==> config.mk <==
export PLATFORM = sky130hd
export DESIGN_NAME = digit_serial_adder_flat
export DESIGN_NICKNAME = d
export VERILOG_FILES = /design/src/rtl/digit_serial_pkg.sv /design/src/rtl/digit_serial_adder_if.sv /design/src/rtl/add2_cell.sv /design/src/rtl/digit_serial_adder.sv /design/src/flat_wrapper.sv
export SDC_FILE = /design/constraint.sdc
export NUM_CORES = 1
export LEC_CHECK = 0
export BUFFER_PORTS_ARGS = -buffer_cell sky130_fd_sc_hd__buf_2
export CORE_MARGIN = 8
export CORE_UTILIZATION = 54
export DETAILED_ROUTE_END_ITERATION = 8
export PLACE_DENSITY_LB_ADDON = 0.05
export REMOVE_ABC_BUFFERS = 1
export SYNTH_ARGS = -nofsm -noshare
export SYNTH_HDL_FRONTEND = slang
export SYNTH_SLANG_ARGS = --single-unit
==> constraint.sdc <==
create_clock -name clock -period 3.79 [get_ports clock]
set_input_delay 0.1895 -clock clock [delete_from_list [all_inputs] [get_ports clock]]
set_output_delay 0.1895 -clock clock [all_outputs]
set_load 0.02 [all_outputs]
==> src/rtl/digit_serial_pkg.sv <==
// Shared definitions for the digit-serial adder.
//   DIGIT_W : bits handled per RUN cycle
//   state_e : controller states (IDLE, RUN, DONE)
package digit_serial_pkg;

  localparam int DIGIT_W = 2;

  typedef enum logic [1:0] {
    IDLE = 2'd0,
    RUN  = 2'd1,
    DONE = 2'd2
  } state_e;

endpackage

==> src/rtl/digit_serial_adder_if.sv <==
// Handshake/data bundle between an operand producer/result consumer and the
// digit-serial adder.
//   in_valid/in_ready   : operand-set handshake (op_a, op_b, cin)
//   out_valid/out_ready : result handshake (sum, cout)
//   master modport      : producer/consumer side
//   slave modport       : adder side
interface digit_serial_adder_if #(
  parameter int WIDTH = 16
);

  logic             in_valid;
  logic             in_ready;
  logic [WIDTH-1:0] op_a;
  logic [WIDTH-1:0] op_b;
  logic             cin;
  logic             out_valid;
  logic             out_ready;
  logic [WIDTH-1:0] sum;
  logic             cout;

  modport master (
    output in_valid, op_a, op_b, cin, out_ready,
    input  in_ready, out_valid, sum, cout
  );

  modport slave (
    input  in_valid, op_a, op_b, cin, out_ready,
    output in_ready, out_valid, sum, cout
  );

endinterface

==> src/rtl/add2_cell.sv <==
// Combinational 2-bit ripple full-add cell.
//   cin : carry in
//   a,b : 2-bit digits
//   s   : 2-bit digit sum
//   co  : carry out of the digit
module add2_cell
  import digit_serial_pkg::*;
(
  input  logic               cin,
  input  logic [DIGIT_W-1:0] a,
  input  logic [DIGIT_W-1:0] b,
  output logic [DIGIT_W-1:0] s,
  output logic               co
);

  logic c1;

  assign s[0] = a[0] ^ b[0] ^ cin;
  assign c1   = (a[0] & b[0]) | (a[0] & cin) | (b[0] & cin);
  assign s[1] = a[1] ^ b[1] ^ c1;
  assign co   = (a[1] & b[1]) | (a[1] & c1) | (b[1] & c1);

endmodule

==> src/rtl/digit_serial_adder.sv <==
// Digit-serial adder: adds two WIDTH-bit operands plus carry-in, one 2-bit
// digit per clock, LSB digit first, through a single add2_cell.
//   clock : rising-edge clock
//   reset : asynchronous active-high reset
//   bus   : slave side of digit_serial_adder_if (operand and result handshakes)
// Result appears WIDTH/2 cycles after acceptance and is held until taken.
module digit_serial_adder
  import digit_serial_pkg::*;
#(
  parameter int WIDTH = 16
) (
  input  logic                 clock,
  input  logic                 reset,
  digit_serial_adder_if.slave  bus
);

  localparam int NDIG  = WIDTH / DIGIT_W;
  localparam int CNT_W = (NDIG > 1) ? $clog2(NDIG) : 1;
  localparam logic [CNT_W-1:0] LAST_DIG = CNT_W'(NDIG - 1);

  state_e             state_q, state_d;
  logic [CNT_W-1:0]   cnt_q, cnt_d;
  logic [WIDTH-1:0]   a_q, a_d;
  logic [WIDTH-1:0]   b_q, b_d;
  logic               carry_q, carry_d;
  logic [WIDTH-1:0]   sum_q, sum_d;
  logic               cout_q, cout_d;

  logic [DIGIT_W-1:0] dig_a, dig_b, dig_s;
  logic               dig_co;
  logic               accept;

  // A new operand set may enter from IDLE, or from DONE in the same cycle the
  // consumer takes the previous result.
  assign bus.in_ready  = (state_q == IDLE) || ((state_q == DONE) && bus.out_ready);
  assign accept        = bus.in_valid && bus.in_ready;
  assign bus.out_valid = (state_q == DONE);
  assign bus.sum       = sum_q;
  assign bus.cout      = cout_q;

  // Select the operand digits addressed by the digit counter.
  always_comb begin
    dig_a = '0;
    dig_b = '0;
    for (int k = 0; k < NDIG; k++) begin
      if (cnt_q == CNT_W'(k)) begin
        dig_a = a_q[k*DIGIT_W +: DIGIT_W];
        dig_b = b_q[k*DIGIT_W +: DIGIT_W];
      end
    end
  end

  add2_cell u_cell (
    .cin (carry_q),
    .a   (dig_a),
    .b   (dig_b),
    .s   (dig_s),
    .co  (dig_co)
  );

  // Next-state and datapath updates. Acceptance overrides the DONE->IDLE
  // exit so a waiting operand set starts without a bubble.
  always_comb begin
    state_d = state_q;
    cnt_d   = cnt_q;
    a_d     = a_q;
    b_d     = b_q;
    carry_d = carry_q;
    sum_d   = sum_q;
    cout_d  = cout_q;

    case (state_q)
      IDLE: begin
      end
      RUN: begin
        for (int k = 0; k < NDIG; k++) begin
          if (cnt_q == CNT_W'(k)) begin
            sum_d[k*DIGIT_W +: DIGIT_W] = dig_s;
          end
        end
        carry_d = dig_co;
        if (cnt_q == LAST_DIG) begin
          state_d = DONE;
          cout_d  = dig_co;
        end else begin
          cnt_d = cnt_q + CNT_W'(1);
        end
      end
      DONE: begin
        if (bus.out_ready) begin
          state_d = IDLE;
        end
      end
      default: begin
        state_d = IDLE;
      end
    endcase

    if (accept) begin
      state_d = RUN;
      cnt_d   = '0;
      a_d     = bus.op_a;
      b_d     = bus.op_b;
      carry_d = bus.cin;
      sum_d   = '0;
      cout_d  = 1'b0;
    end
  end

  // State and datapath registers; reset aborts any operation in flight.
  always_ff @(posedge clock or posedge reset) begin
    if (reset) begin
      state_q <= IDLE;
      cnt_q   <= '0;
      a_q     <= '0;
      b_q     <= '0;
      carry_q <= 1'b0;
      sum_q   <= '0;
      cout_q  <= 1'b0;
    end else begin
      state_q <= state_d;
      cnt_q   <= cnt_d;
      a_q     <= a_d;
      b_q     <= b_d;
      carry_q <= carry_d;
      sum_q   <= sum_d;
      cout_q  <= cout_d;
    end
  end

endmodule

==> src/flat_wrapper.sv <==
// flat-port wrapper written by rule: the top's interface ports become plain ports
module digit_serial_adder_flat import digit_serial_pkg::*;
#(
  parameter int WIDTH = 16
)
  (clock, reset, bus_in_valid, bus_op_a, bus_op_b, bus_cin, bus_out_ready, bus_in_ready, bus_out_valid, bus_sum, bus_cout);
  digit_serial_adder_if #(.WIDTH(WIDTH)) bus_i ();
  input  logic clock;
  input  logic reset;
  input wire logic [$bits(bus_i.in_valid)-1:0] bus_in_valid;
  input wire logic [$bits(bus_i.op_a)-1:0] bus_op_a;
  input wire logic [$bits(bus_i.op_b)-1:0] bus_op_b;
  input wire logic [$bits(bus_i.cin)-1:0] bus_cin;
  input wire logic [$bits(bus_i.out_ready)-1:0] bus_out_ready;
  output wire logic [$bits(bus_i.in_ready)-1:0] bus_in_ready;
  output wire logic [$bits(bus_i.out_valid)-1:0] bus_out_valid;
  output wire logic [$bits(bus_i.sum)-1:0] bus_sum;
  output wire logic [$bits(bus_i.cout)-1:0] bus_cout;
  assign bus_i.in_valid = bus_in_valid;
  assign bus_i.op_a = bus_op_a;
  assign bus_i.op_b = bus_op_b;
  assign bus_i.cin = bus_cin;
  assign bus_i.out_ready = bus_out_ready;
  assign bus_in_ready = bus_i.in_ready;
  assign bus_out_valid = bus_i.out_valid;
  assign bus_sum = bus_i.sum;
  assign bus_cout = bus_i.cout;
  digit_serial_adder #(.WIDTH(WIDTH)) u_core (.clock(clock), .reset(reset), .bus(bus_i));
endmodule
==> qor.csv <==
metric;value;unit
Tot GR Track Use;0.160;
worst-margin pin slew;0.688;ns
Routed WL;5650;um
final instance area;3060;um2
number of detailed-route iterations in the first pass;4;
DP HPWL;3990;um
hold slack final;0.0496;ns
commonest register cell after synthesis;dfrtp_1;
Most common cell on crit path;fa_1;
DRC;0;
die area;7510;um2
Post-Layout Cell Count;363;
Initial Util;0.564;
delay-heaviest family, CP;adder cells;
switching power;1.18;mW
min cycle time layout;3.25;ns
Worst-Skew Late Latency;0.30;ns
fin crit share;0.857;
vias per cell;5.34;
clock sink total;55;
critical-path cell list;inv_1 > ha_1 > nor4bb_1 > nor3_1 > o22ai_1 > o21ai_0 > fa_1 > fa_1 > nand3_1 > a21oi_1;
CTS clock-pin slew for the worst setup and hold paths;0.09;ns
Final Wtd Congestion;0.813;
nets@finish;342;
core footprint;4790;um2
number of synthesized flops with an enable pin;0;
net switching fraction of the power;0.426;
Longest Clk Path Bufs;2;
setup_tns;0;ns
Die Y;86.7;um
global route total overflow;0;
Worst Path Max Fanout;14;
Slew Limit Fails;0;
global-route wire length before repair;9680;um
Slew HR;0.542;
Max-cap violations;0;
Post-Syn Area;2700;um2
Reg power frac;0.364;
Setup Viol. Count Final;0;
slowest stage delay, CP;0.68;ns
share of the synthesized area in the top cell type;0.510;
power share of the combinational group;0.531;
placed insts;357;
violation count after the first detailed-routing iteration;128;
FF+latch count, synth;55;
# diodes;0;
die width;86.7;um
WP buf/inv;1;
area growth from synthesis to layout;13.5;%
Total Power;2.78;mW
Yosys Warn Count;0;
Worst path slowest cell;fa_1;
final hold vios;0;
Antenna Violating Nets Remaining;0;
synth cell count leaders;55 x dfrtp_1, 24 x mux2_2, 20 x a21oi_1;
crit start category;register;
CTS tree;done;
Synth Area per Inst;10.9;um2
RSZ-0062 raised after global routing;no;
via count;1940;
worst hold path class;input pin to asynchronous set/reset pin;
Worst EP required;4.02;ns
Setup Skew;0.00607;ns
Core Util, Final;0.639;
count leader, synth;dfrtp_1;
row count;25;
via count of the first global-routing pass;1989;
asr flop ratio synth;1.00;
pin count of the biggest net entering global routing;63;
register area share after synthesis;0.510;
Synth cell types;35;
status;completed;
Worst Setup Path Type;register to register;
PwrDens;908;nW/um2
CTS root buf;clkbuf_8;
IO buf count;55;
Leak;1.47;nW
top-level I/O count;56;
Setup Buffers After CTS;0;
achievable frequency;308;MHz
synthesized instance count;248;
worst vdd ir;0.490;mV
initial antenna violation count;0;
Worst Path Arrival;3.47;ns
crit path capture type;register;
TritonCTS Buffers;5;
top cells by area, synth;dfrtp_1 51%, mux2_2 10%, mux2i_1 4.5%;
H-tree depth;2;
WL per Instance;15.6;um
setup slack after layout;0.543;ns
share of cells above drive strength 1;0.314;
Placed Area;2990;um2
Internal;1.60;mW
pre-CTS setup slack;0.603;ns
Resized cells post-CTS;0;
Clock Power Share;0.105;
leading area contributor after synthesis;dfrtp_1;
CTS Hold Buffers Added;0;
-- worst paths after layout --
kind                            startpoint                  to  slack, ns  cells after the start
hold reg to reg             u_core.a_q[15]      u_core.a_q[15]       0.50                      1
setup / recovery           u_core.cnt_q[0]  u_core.bus.sum[15]       0.54                     10
min in group clock             bus_op_a[4]       u_core.a_q[4]       0.08                      3
max in group asynchronous            reset      u_core.b_q[13]       3.27                      3
hold / removal                       reset      u_core.b_q[12]       0.05                      3
setup reg to reg           u_core.cnt_q[0]  u_core.bus.sum[15]       0.54                     10
-- worst reg2reg max path, delay by kind of cell, from the launching register on --
kind                     cells  cell delay [ns]
adder cells (fa/ha/maj)      3             1.61
AND/OR/NAND/NOR              3             0.60
AO/OA/AOI/OAI                3             0.44
flip-flops                   1             0.43
buffers and inverters        1             0.10
-- state kept, by name, summed over array words and instances, names as in the netlist --
| register | count |
|---|---|
| u_core.cnt_q | 3 |
| u_core.a_q | 16 |
| u_core.bus.cout | 1 |
| u_core.bus.sum | 16 |
| u_core.b_q | 16 |
| u_core.carry_q | 1 |
| u_core.state_q | 2 |
-- area by class of cell --
type,count,area (um2)
timing repair buffer,59,305
sequential,55,1380
fill,430,1730
multi-input combinational,163,1170
tap,67,83.8
clock buffer,6,72.6
inverter,13,48.8
-- cell usage in the layout, fill, tap and decap left out, types with 4 or more instances in the layout --
cell type | Yosys | final
nand3b_1 | 5 | 5
mux2i_1 | 12 | 12
ha_1 | 6 | 6
o21ai_0 | 12 | 12
clkbuf_8 | 0 | 5
nor2_1 | 18 | 18
buf_2 | 7 | 55
o22ai_1 | 5 | 5
a21oi_1 | 20 | 20
buf_4 | 3 | 4
nand3_1 | 8 | 8
inv_1 | 12 | 11
nand2_1 | 19 | 19
dfrtp_1 | 55 | 55
mux2_2 | 24 | 24
-- power groups by stage --
stage / registers [mW] / clock network [mW] / logic, mW
after floorplan: 1.06 / 0 / 1.03
after global placement: 1.02 / 0 / 1.47
after detailed placement: 1.03 / 0 / 1.49
after CTS: 1.01 / 0.303 / 1.50
after global routing: 1.04 / 0.330 / 1.65
final: 1.01 / 0.292 / 1.48
-- layer usage --
layer | vias up | global-route usage | wire [um]
li1 | 957 | - | -
met1 | 928 | 0.219 | 2700
met2 | 49 | 0.239 | 2570
met3 | 6 | 0.0435 | 325
met4 | 0 | 0.0485 | 60
met5 | - | 0 | 0
-- logic make-up after synthesis --
family / share of synthesized area
DFF: 0.510
muxes: 0.149
AOI/OAI and AO/OA: 0.123
adders and majority gates: 0.0427
and+or+nand+nor: 0.117
buffers and inverters: 0.0547
xor gates and xnor gates: 0.00325
(Power assumes the default switching activity.)
